`config.mk`:
```
export PLATFORM = sky130hd
export DESIGN_NAME = nibble_tx
export DESIGN_NICKNAME = d
export VERILOG_FILES = /design/src/rtl/nibble_tx.sv
export SDC_FILE = /design/constraint.sdc
export NUM_CORES = 1
export LEC_CHECK = 0
export ABC_AREA = 1
export BUFFER_PORTS_ARGS = -buffer_cell sky130_fd_sc_hd__buf_2
export CAP_MARGIN = 30
export CORE_ASPECT_RATIO = 0.6
export CORE_MARGIN = 2
export CORE_UTILIZATION = 54
export DETAILED_ROUTE_END_ITERATION = 8
export PLACE_DENSITY = 0.84
export SLEW_MARGIN = 20
export SYNTH_ARGS = -nofsm -noshare
export SYNTH_HDL_FRONTEND = slang
export SYNTH_SLANG_ARGS = --single-unit
```
`constraint.sdc`:
```
create_clock -name i_clk -period 1.65 [get_ports i_clk]
set_input_delay 0.165 -clock i_clk [delete_from_list [all_inputs] [get_ports i_clk]]
set_output_delay 0.165 -clock i_clk [all_outputs]
set_load 0.02 [all_outputs]
```
`src/rtl/nibble_tx.sv`:
```
// -----------------------------------------------------------------------------
// nibble_tx
// Serialises WORD_W-bit words, accepted on a valid/ready handshake, into a
// stream of 4-bit beats on a valid/ready output. The nibble order is set by
// MSB_FIRST. Throughput is one nibble per cycle. A new word can load on the
// same edge that the previous word's last nibble leaves, so consecutive
// words have no gap between them.
//
// Parameters
//   WORD_W     input word width; must be a multiple of 4 and at least 4
//   MSB_FIRST  1: send [WORD_W-1 -: 4] first, 0: send [3:0] first
//
// Ports
//   i_clk         clock, all state on the rising edge
//   i_rst_n       asynchronous active-low reset
//   i_word        word to transmit, sampled only on word accept
//   i_word_valid  i_word is valid
//   o_word_ready  block accepts i_word this cycle
//   o_data        current nibble
//   o_data_valid  o_data is valid
//   i_data_ready  downstream consumes o_data this cycle
//   o_last        current nibble is the final nibble of its word
//   o_busy        a word is held (SEND state)
// -----------------------------------------------------------------------------
`timescale 1ns/1ps

module nibble_tx #(
  parameter int WORD_W    = 32,
  parameter bit MSB_FIRST = 1'b1
) (
  input  logic              i_clk,
  input  logic              i_rst_n,
  input  logic [WORD_W-1:0] i_word,
  input  logic              i_word_valid,
  output logic              o_word_ready,
  output logic [3:0]        o_data,
  output logic              o_data_valid,
  input  logic              i_data_ready,
  output logic              o_last,
  output logic              o_busy
);

  localparam int N     = WORD_W / 4;
  // The counter keeps at least one bit so that WORD_W=4 still builds.
  localparam int CNT_W = (N > 1) ? $clog2(N) : 1;
  localparam logic [CNT_W-1:0] CNT_LAST = CNT_W'(N - 1);

  typedef enum logic {
    ST_IDLE = 1'b0,
    ST_SEND = 1'b1
  } state_e;

  state_e            state_q, state_d;
  logic [WORD_W-1:0] shreg_q, shreg_d;
  logic [CNT_W-1:0]  cnt_q, cnt_d;

  logic              word_accept;
  logic              nib_xfer;
  logic              cnt_zero;
  logic [WORD_W-1:0] shreg_shifted;

  assign cnt_zero    = (cnt_q == '0);
  assign word_accept = i_word_valid && o_word_ready;
  assign nib_xfer    = o_data_valid && i_data_ready;

  // Shift direction and output tap depend on the nibble order. The shift
  // always moves the next nibble into the output position and fills the
  // vacated end with zeros.
  generate
    if (MSB_FIRST) begin : g_msb_first
      assign shreg_shifted = shreg_q << 4;
      assign o_data        = shreg_q[WORD_W-1 -: 4];
    end else begin : g_lsb_first
      assign shreg_shifted = shreg_q >> 4;
      assign o_data        = shreg_q[3:0];
    end
  endgenerate

  // State register
  always_ff @(posedge i_clk or negedge i_rst_n) begin
    if (!i_rst_n) begin
      state_q <= ST_IDLE;
      shreg_q <= '0;
      cnt_q   <= '0;
    end else begin
      state_q <= state_d;
      shreg_q <= shreg_d;
      cnt_q   <= cnt_d;
    end
  end

  // Next-state logic
  always_comb begin
    state_d = state_q;
    shreg_d = shreg_q;
    cnt_d   = cnt_q;
    unique case (state_q)
      ST_IDLE: begin
        if (word_accept) begin
          shreg_d = i_word;
          cnt_d   = CNT_LAST;
          state_d = ST_SEND;
        end
      end
      ST_SEND: begin
        if (nib_xfer) begin
          if (!cnt_zero) begin
            shreg_d = shreg_shifted;
            cnt_d   = cnt_q - CNT_W'(1);
          end else if (word_accept) begin
            // The last nibble leaves on this edge and the next word loads
            // on the same edge, so no idle cycle is inserted.
            shreg_d = i_word;
            cnt_d   = CNT_LAST;
          end else begin
            state_d = ST_IDLE;
          end
        end
      end
      default: state_d = ST_IDLE;
    endcase
  end

  // Output logic. o_word_ready depends combinationally on i_data_ready
  // during the last nibble. The producer must not derive i_word_valid from
  // o_word_ready.
  always_comb begin
    o_data_valid = 1'b0;
    o_last       = 1'b0;
    o_busy       = 1'b0;
    o_word_ready = 1'b0;
    unique case (state_q)
      ST_IDLE: begin
        o_word_ready = 1'b1;
      end
      ST_SEND: begin
        o_data_valid = 1'b1;
        o_busy       = 1'b1;
        o_last       = cnt_zero;
        o_word_ready = cnt_zero && i_data_ready;
      end
      default: ;
    endcase
  end

endmodule

```
Word-level counts from Yosys, hierarchy flattened
Index checks and enable logic that the tools add are counted.
{"block": "totals", "ff_bits": 36, "latch_bits": 0, "mem_bits_rw": 0, "mem_bits_ro": 0, "in_bits": 36, "memories": 0}
{"block": "classes", "n_addsub": 1, "multipliers": 0, "div_mod_pow": 0, "n_lt_le_gt_ge": 0, "n_eq_ne": 1, "shifts": 0, "mux": 15, "bitwise_logic": 1, "n_reduce_logical": 4}
{"cell": "$mux W32", "n": 3}
{"cell": "$pmux W32 S2", "n": 1}
{"cell": "$mux W3", "n": 3}
{"cell": "$pmux W3 S2", "n": 1}
{"cell": "$mux W1", "n": 5}
{"cell": "$pmux W1 S2", "n": 2}
{"cell": "$logic_and A1 B1 Y1", "n": 3}
{"cell": "$logic_not A3 Y1", "n": 1}
{"cell": "$sub A3 B1 Y3 const B", "n": 1}
{"cell": "$ne A2 B1 Y1 const B", "n": 1}
{"cell": "$not A1 Y1", "n": 1}

Depth between registers and ports, before layout
Gate-level depths: netlist of the first run.
{"block": "depth", "depth_word": 8, "mapped_depth": 9, "ltp_nobuf": 9}

Worst setup path before layout of the first run
Ideal clock, no wire load.
{"block": "synth_path", "path_kind": "register to register", "from": "reg cnt_q[0]", "to": "reg shreg_q[24]", "setup_time_ns": 0.124, "t_arrival_ns": 1.225, "path_slack_ns": 0.301, "path_stages_with_launch": 9, "synth_period_minus_slack_ns": 1.349, "cell_sequence": "dfrtp_1 > inv_1 > ha_1 > nand3_1 > nand2_1 > buf_2 > nand3_1 > nand2_1 > a21oi_1"}
{"block": "synth_via", "elab_chain_len": 8}
{"element": "start, declared", "line_no": "55", "text": "logic [CNT_W-1:0] cnt_q, cnt_d;"}
{"element": "start signal, assigned", "line_no": "88", "text": "cnt_q <= cnt_d;"}
{"element": "$logic_not A3 Y1 *", "line_no": "62", "text": "assign cnt_zero = (cnt_q == '0);"}
{"element": "$logic_and A1 B1 Y1 *", "line_no": "140", "text": "o_word_ready = cnt_zero && i_data_ready;"}
{"element": "$pmux W1 S2 *", "line_no": "132", "text": "unique case (state_q)"}
{"element": "named net o_word_ready", "line_no": "35", "text": "output logic o_word_ready,"}
{"element": "$logic_and A1 B1 Y1 *", "line_no": "63", "text": "assign word_accept = i_word_valid && o_word_ready;"}
{"element": "$mux W32 *"}
{"element": "$mux W32", "line_no": "107", "text": "if (!cnt_zero) begin"}
{"element": "$mux W32", "line_no": "106", "text": "if (nib_xfer) begin"}
{"element": "$pmux W32 S2 *", "line_no": "97", "text": "unique case (state_q)"}
{"element": "end signal, assigned", "line_no": "87", "text": "shreg_q <= shreg_d;"}
{"element": "end, declared", "line_no": "54", "text": "logic [WORD_W-1:0] shreg_q, shreg_d;"}
Mark *: on every way through the listed nets, which the timed path passes. The rest lies on a longest branch. The select of a mux whose other input is x is not followed.
A chain may end at the register's enable or synchronous reset.

Final worst setup path of the first run
{"block": "layout_path", "from": "reg cnt_q[0]", "to": "out o_word_ready"}
{"block": "layout_via", "elab_chain_len": 3}
{"element": "$logic_not A3 Y1", "line_no": "62"}
{"element": "$logic_and A1 B1 Y1", "line_no": "140"}
{"element": "$pmux W1 S2", "line_no": "132"}
{"element": "end, declared", "line_no": "35"}
No other way between the ends.

==> results of run 1 <==
[worst reg2reg max path, cell delays in order, from the launching register on]
cell                      delay (ns)
sky130_fd_sc_hd__dfrtp_1        0.37
sky130_fd_sc_hd__inv_2          0.08
sky130_fd_sc_hd__ha_2           0.21
sky130_fd_sc_hd__nand3_2        0.10
sky130_fd_sc_hd__nand2_2        0.10
sky130_fd_sc_hd__buf_4          0.14
sky130_fd_sc_hd__buf_4          0.17
sky130_fd_sc_hd__nand3_1        0.10
sky130_fd_sc_hd__nand2_1        0.09
sky130_fd_sc_hd__a21oi_1        0.06
[layout by cell type, fill, tap and decap left out]
cell type / netlist / routed
sky130_fd_sc_hd__bufinv_16: 0 / 1
sky130_fd_sc_hd__or2_2: 4 / 4
sky130_fd_sc_hd__dlygate4sd3_1: 0 / 1
sky130_fd_sc_hd__inv_1: 36 / 34
sky130_fd_sc_hd__nand3_2: 3 / 4
sky130_fd_sc_hd__nand2_2: 2 / 3
sky130_fd_sc_hd__or2_1: 18 / 18
sky130_fd_sc_hd__a22oi_1: 1 / 1
sky130_fd_sc_hd__clkinv_2: 0 / 1
sky130_fd_sc_hd__nand2_4: 1 / 1
sky130_fd_sc_hd__a21oi_1: 53 / 53
sky130_fd_sc_hd__ha_2: 0 / 1
sky130_fd_sc_hd__buf_2: 9 / 42
sky130_fd_sc_hd__o21ai_0: 4 / 4
sky130_fd_sc_hd__clkinvlp_4: 0 / 1
sky130_fd_sc_hd__o21ai_1: 2 / 2
sky130_fd_sc_hd__buf_8: 0 / 1
sky130_fd_sc_hd__nand2_1: 47 / 46
sky130_fd_sc_hd__dfrtp_1: 36 / 36
sky130_fd_sc_hd__nand3_1: 23 / 22
sky130_fd_sc_hd__o211ai_1: 1 / 1
sky130_fd_sc_hd__buf_4: 7 / 13
sky130_fd_sc_hd__inv_2: 4 / 6
sky130_fd_sc_hd__clkbuf_8: 0 / 5
sky130_fd_sc_hd__nor2_1: 10 / 10
sky130_fd_sc_hd__ha_1: 2 / 1
[layer usage]
metal / up-vias / wire length (um)
li1: 922 / -
met1: 820 / 2110
met2: 56 / 1800
met3: 9 / 276
met4: 0 / 87
met5: - / 0
[kinds of logic (layout without fill, tap and decap cells)]
group                      after synthesis  after routing  synth area share, %
DFF                                     36             36                 44.3
AOI/OAI and AO/OA                       61             61                 15.2
and+or+nand+nor                        108            108                 25.6
adders and majority gates                2              2                 1.23
buffers and inverters                   60            105                 13.7
[registers in the layout (all words and copies together) (netlist names)]
register	count
shreg_q	32
cnt_q	3
state_q	1
[final cells by class]
type / count / area, um^2 / area share, %
Clock buffer: 5 / 68.8 / 2.84
Timing Repair Buffer: 57 / 333 / 13.8
Sequential cell: 36 / 901 / 37.2
Clock inverter: 3 / 42.5 / 1.76
Tap cell: 47 / 58.8 / 2.43
Inverter: 40 / 150 / 6.20
Multi-Input combinational cell: 171 / 866 / 35.8
[power by group]
group | total [W] | leakage [nW] | internal [W] | switching [W]
combinational | 0.00160 | 0.810 | 0.000697 | 0.000906
sequential | 0.00144 | 0.403 | 0.00125 | 0.000181
clock | 0.000779 | 0.0541 | 0.000447 | 0.000332
[worst min-delay path by stage]
stage | to | slack, ns | cells after the start
after floorplan | cnt_q[0]$_DFFE_PN0P_ | -0.13 | 0
after global placement | shreg_q[3]$_DFFE_PN0P_ | 0.23 | 2
after detailed placement | shreg_q[3]$_DFFE_PN0P_ | 0.24 | 2
after CTS | shreg_q[1]$_DFFE_PN0P_ | 0.08 | 3
after global routing | shreg_q[2]$_DFFE_PN0P_ | 0.09 | 3
final | shreg_q[1]$_DFFE_PN0P_ | 0.09 | 3
[through the flow]
step / TNS (ns) / hold WS (ns) / cells / power, W / cell area, um^2
after global routing: -0.00555 / 0.0885 / 359 / 0.00415 / 2420
final: 0 / 0.0853 / 359 / 0.00382 / 2420
after floorplan: 0 / -0.131 / 267 / 0.00264 / 2040
after global placement: 0 / 0.234 / 346 / 0.00290 / 2250
after detailed placement: 0 / 0.235 / 346 / 0.00297 / 2250
after CTS: 0 / 0.0784 / 356 / 0.00380 / 2390
[timing repair]
item,in CTS,in global routing
gates cloned,0,0
hold endpoints to repair,36,0
endpoints found under the setup margin,1,9
resized for setup,5,3
hold buffers,1,0
buffers inserted,1,3
==> summary.md, run 1 <==
The cell sitting at the root of the clock tree is a sky130_fd_sc_hd__clkbuf_8. Clock-pin slew was measured on the worst setup and hold paths at 0.08 ns. The via count of the first global-routing pass came out at 1678. The post-route minimum period was 1.57 ns. The post-route DRC violation count is 0, and the die area is 4290 um^2. TritonCTS built the clock tree. On the worst path, the slowest cell contributes a delay of 0.37 ns.

The tools report the beginning of the worst hold path as i_word[1]. Global routing used 31.1% of the available met1 tracks. The run finished with clean final reports. Once layout is complete, the utilization of the core stands at 66.5%. Yosys printed 0 warnings. 0 antenna diodes ended up in the layout. The commonest cells after synthesis are sky130_fd_sc_hd__a21oi_1 (53), sky130_fd_sc_hd__nand2_1 (47), sky130_fd_sc_hd__dfrtp_1 (36), sky130_fd_sc_hd__inv_1 (36), sky130_fd_sc_hd__nand3_1 (23). Counting every net in the synthesized netlist gives 305. After synthesis, flip-flops and latches occupy 44.3% of the total area. The net count of the finished layout is 349. The number of cells traversed by the worst register-to-register path is 9. Nature of the critical path startpoint: a flip-flop. For the achievable clock frequency, the log shows 0.635 GHz. The worst register-to-register path begins at cnt_q[0]$_DFFE_PN0P_. In this run the biggest area consumer among cell types represents 44.3% of the synthesized area. Across all layers, the routed design uses 1807 vias. The power density over the cells is 1580 nW/um^2. The layer flagged by global routing as most heavily used is met2. The clock buffer count from CTS is 5.

The number of cells on the critical path is 6. Cell count after synthesis: 267. No sink is reached through more buffers than the 2 on the longest clock path.

The top cell family by delay on the critical path is flip-flops. Among all flip-flop cells after synthesis, the most frequent one is sky130_fd_sc_hd__dfrtp_1. The first global-routing pass estimated 7470 um of wire. In the synthesized netlist the async set-or-reset flop fraction comes to 100%. The clock net in this run drives a total of 36 sinks. In this run, synthesis produced a sequential element count of 36. Following the worst setup path forward leads to its endpoint at o_word_ready. The reported leakage power is 1.27 nW, and the count of H-tree levels built during CTS is 2. In this run the register-to-register setup slack is 0.08 ns. The run gives 69.7% as the relative max-transition margin.

The worst path uses 95.4% of the clock period. On the critical path, the stage with the largest delay is an instance of sky130_fd_sc_hd__dfrtp_1. For this configuration, the core starts out at a cell density of 56.0%. After filler insertion, the fill cell instance count of the layout stands at 303. The worst register-to-register path ends at shreg_q[11]$_DFFE_PN0P_. Measured along the x axis, the die boundary spans 83.3 um. The congestion estimate from routability-driven global placement came to 0.825. For this run, global-route usage on met3 was measured as 5.40%. For the overall track demand over capacity in global routing, the log shows 22.5%.

After floorplanning, the core was sized to cover 3640 um^2. The setup path with the least slack is of type flip-flop to output pin. The layout-stage area growth over the synthesis result is 18.9%. The maximum fanout along the worst path was 5.

The routed design has 4280 um of wire. The logs give 0.00703 ns for the final setup skew and 17 for the row count. After layout, the worst setup slack is 0.0759 ns.

The vertical extent of the die was 51.6 um. Across the run, the number of max-cap violations was 0. Setup violations remaining at the end of the flow were counted as 0. Tracing the worst setup path back leads to its startpoint at cnt_q[0]$_DFFE_PN0P_.

After detailed routing, the average wire length per cell comes to 11.9 um. The run gives 0 as the number of hold violations in the final report. Summed over all instances, the cell type with the most area after synthesis is sky130_fd_sc_hd__dfrtp_1. At the pin with the least slew margin, the transition time is 0.454 ns. Summing every instance area after synthesis gives 2040 um^2. Entering global routing, the biggest net connects 52 pins. The tightest min-delay check is of the input port to flip-flop type. The most used standard cell by instance count after synthesis is sky130_fd_sc_hd__a21oi_1. STA puts the critical path data arrival time at 1.41 ns. The logs give 33.3% for the met2 track utilization from global routing and 108 for the number of design-rule violations left by the first detailed-router iteration. For the worst setup path, the data required time is 1.48 ns. By area the synthesized netlist is led by sky130_fd_sc_hd__dfrtp_1 (44%), sky130_fd_sc_hd__a21oi_1 (13%), sky130_fd_sc_hd__nand2_1 (8.7%). The number of synthesized flops with an enable pin works out to 0.

The post-route netlist has 26.6% of its cells at a drive strength greater than 1. The mean cell area of the mapped netlist is 7.62 um^2, and the placed wire-length estimate after detailed placement is 2990 um. The initial antenna violation count came out at 0. The number of buffers and inverters on the critical path is 3. The via count normalized by instance count was 5.03. At the placement stage, the worst setup path has a slack of 0.125 ns. For this run the aggregate overflow at the end of global routing stands at 0. In this run the remaining antenna-violating nets after routing total 0. The clock reaches the later pin of the worst-skew pair after 0.30 ns. 44 I/O pins were placed.

VDD sags by at most 796 uV. Detailed-router iteration count before antenna repair: 4. Synthesis instantiated 22 different standard cells from the library. The endpoint class of the critical path was an output pin. Walking the worst path, the cells encountered are inv_2, ha_2, nand3_2, nand2_2, buf_8, buf_4. The count of port buffers added during placement is 43, and the number of max-slew violations in the final report is 0.
(Power assumes the default switching activity.)
==> inputs of run 2 (changes only) <==
- CORE_UTILIZATION: 54 -> 30
- PLACE_DENSITY: 0.84 -> 0.54
==> run 2 against run 1 <==
Register-to-register slack barely moved; design area grew 5.5%; hold slack worse by 0.011 ns; sequential cell count unchanged; die area increased by 74%; routed wire length grew 16%; count of clock-buffer cells in the layout up 2; setup slack lost 0.014 ns; first-iteration DRC count decreased by 51%; largest power group unchanged; highest routed layer unchanged.
==> summary.md, run 2 (synthesized netlist as in run 1, its figures left out) <==
The count of cells along the worst hold path works out to 3 (unchanged). Number of flip-flops under the largest register name: 32 (unchanged). In this run the clock root is driven by a sky130_fd_sc_hd__clkbuf_16. Wire length of the first global-routing pass: 8090 um (+8.4%). The beginning of the worst hold path was i_word[2]. The achievable clock frequency was 0.630 GHz (-0.89%); the total wirelength of the detailed-routed design was 4940 um (+16%). For the cell area after layout, the log shows 2550 um^2 (+5.5%). Path class of the lowest-slack min-delay path: input port to flip-flop. The logs give 38.6% (-28 points) for the final cell utilization of the core and 0.00902 ns (+0.00200 ns) for the final setup skew. The initial antenna violation count was 0 (unchanged); the vertical extent of the die was 67.8 um (+32%). The cell area after placement was 2320 um^2 (+3.1%); the number of buffers on the longest clock path was 2 (unchanged). The max-cap check violation count was 0 (unchanged); the clock latency on the worst-skew pair was 0.28 ns (-0.02 ns). The run gives 23 (+6) as the row count. The number of nets with antenna violations after routing was 0 (unchanged); the maximum fanout along the worst path was 10 (+5). The count of H-tree levels built during CTS is 2 (unchanged).

The final number of setup-violating endpoints was 0 (unchanged). The via count normalized by instance count was 4.42 (-12%). The number of max-slew violations in the final report came out at 0 (unchanged). The die width was 110 um (+33%). The setup slack of the worst register-to-register path is 0.08 ns (about the same). Clock buffer count from CTS: 5 (unchanged).

The global-route congestion overflow total was 0 (unchanged). The run gives 901 um^2 (unchanged) as the flip-flop and latch area. The wire length per cell was 12.4 um (+4.0%). The run gives 0.818 (-0.85%) as the final weighted congestion in routability-driven placement.

Area of the core: 6620 um^2 (+82%). The least setup slack across all paths after layout came out at 0.0618 ns (-0.0141 ns). TritonCTS built the clock tree.

The total number of nets in the final design was 349 (unchanged). The number of hold violations in the final report came out at 0 (unchanged). The register containing the most flip-flops in the final layout is shreg_q. The number of sinks handled by clock tree synthesis is 36 (unchanged), and the number of cells traversed by the worst register-to-register path is 9 (unchanged).

The logs give 68.6% (-1.1 points) for the relative max-transition margin and 0.0740 ns (-0.0114 ns) for the worst hold margin. The largest net degree at the start of global routing is 37 (-29%). The worst-case hold path end point is shreg_q[2]$_DFFE_PN0P_.

The post-placement worst setup slack was 0.0991 ns (-0.0257 ns). The worst setup path is of the flip-flop to output pin kind. The die area is 7480 um^2 (+74%), and the count of port buffers added during placement is 43 (unchanged). The run gives 729 (+140%) as the count of fill cells added during filler insertion. Number of design-rule violations left by the first detailed-router iteration: 53 (-51%).

The largest registers in the layout are shreg_q x32, cnt_q x3, state_q x1. The reported leakage power is 1.30 nW (+2.2%), and the setup TNS after final layout is 0 ns (unchanged). The worst setup path is launched from a flip-flop. Leaving out fill and tap cells, the most frequent cell in the layout is sky130_fd_sc_hd__a21oi_1. The share of post-route cells with drive strength above 1 works out to 26.6% (unchanged). For the via count, the log shows 1764 (-2.4%).

The clock transition time at the flip-flop clock pins of the worst setup and hold paths was 0.06 ns (-0.02 ns). The endpoint class of the critical path is an output pin. The run gives 475 uV (-40%) as the maximum resistive drop on vdd. In this run the critical register-to-register path is captured at shreg_q[26]$_DFFE_PN0P_.

The worst register-to-register path begins at cnt_q[0]$_DFFE_PN0P_. The post-route minimum period was 1.59 ns (+0.0141 ns); the antenna diode count was 0 (unchanged). For the starting density of the core, the log shows 30.8% (-25 points). I/O pin count: 44 (unchanged).

The overall track demand over capacity in global routing is 14.6% (-7.9 points). The library cells used most frequently in the layout, excluding fill and tap cells, are sky130_fd_sc_hd__a21oi_1 (53), sky130_fd_sc_hd__nand2_1 (46), sky130_fd_sc_hd__buf_2 (42), sky130_fd_sc_hd__dfrtp_1 (36), sky130_fd_sc_hd__inv_1 (34). The layout-stage area growth over the synthesis result works out to 25.4%.

The power density over the cells is 1590 nW/um^2 (+0.74%). The final clock period utilization by the worst path was 96.3% (+0.85 points). The flow ran to the end, and the final reports show no timing, DRC or antenna violations. The transition time at the pin with the least slew margin was 0.471 ns (+0.0172 ns). The run gives 0 (unchanged) as the post-route DRC violation count. Via count of the first global-routing pass: 1672 (-0.36%).

The logs give 881 um^2 (+1.7%) for the area taken by multi-input logic gates and 1.42 ns (about the same) for the arrival time of data at the critical path endpoint. Endpoint required time on the critical path: 1.48 ns (about the same). The logs give 3190 um (+6.6%) for the placed wire-length estimate after detailed placement and 4 (unchanged) for the detailed-router iteration count before antenna repair.
## run 2: cell types whose count changed in the layout (fill, tap and decap cells not counted), sizes merged
cell | before | now
buf | 56 | 55
clkbuf | 5 | 7
bufinv | 1 | 0
bufbuf | 0 | 1
clkinv | 1 | 0
## run 2: power breakdown
group / switching (W) / internal, W
Clock: 0.000360 / 0.000601
Combinational: 0.000926 / 0.000740
Sequential: 0.000177 / 0.00126
## run 2: worst max-delay path by stage
stage,startpoint,slack [ns],end
final,cnt_q[0]$_DFFE_PN0P_,0.06,o_word_ready
after global routing,cnt_q[1]$_DFFE_PN0P_,-0.02,shreg_q[29]$_DFFE_PN0P_
after CTS,cnt_q[0]$_DFFE_PN0P_,0.02,o_word_ready
after detailed placement,cnt_q[0]$_DFFE_PN0P_,0.1,shreg_q[8]$_DFFE_PN0P_
after global placement,cnt_q[0]$_DFFE_PN0P_,0.13,shreg_q[23]$_DFFE_PN0P_
after floorplan,cnt_q[0]$_DFFE_PN0P_,0.30,shreg_q[24]$_DFFE_PN0P_
## run 2: area by class of cell
type	instances	share of cell area (%)
clock buffer	7	5.59
clock inverter	1	0.294
inverter	40	5.88
multi-input combinational	171	34.5
sequential	36	35.3
tap	87	4.26
timing repair buffer	57	14.2
## run 2: what timing repair did
item                       CTS  global route
cloned                       1             0
gates resized for setup      2             7
setup endpoints to repair    1            24
hold endpoints to repair    36             0
setup buffers                2             0
pin swaps                    0             2
hold buffers                 1             0
## run 2: metal layers
metal	global-route usage [%]	part of all wire [%]	vias up
li1	-	-	926
met1	21.1	54	795
met2	20.9	40	39
met3	4.25	5.1	4
met4	4.22	0.81	0
met5	0	0	-
## run 2: per-stage QoR
| stage | instances | total power [W] |
|---|---|---|
| 2_1_floorplan | 267 | 0.00264 |
| 3_3_place_gp | 387 | 0.00297 |
| 3_5_place_dp | 387 | 0.00299 |
| 4_1_cts | 399 | 0.00407 |
| 5_1_grt | 399 | 0.00441 |
| 6_report | 399 | 0.00406 |
## run 2: critical path, cell delays in order, from the launching register on
cell                      delay, ns
sky130_fd_sc_hd__dfrtp_1       0.37
sky130_fd_sc_hd__inv_2         0.07
sky130_fd_sc_hd__ha_2          0.20
sky130_fd_sc_hd__nand3_2       0.12
sky130_fd_sc_hd__nand2_4       0.10
sky130_fd_sc_hd__buf_12        0.14
sky130_fd_sc_hd__buf_4         0.14
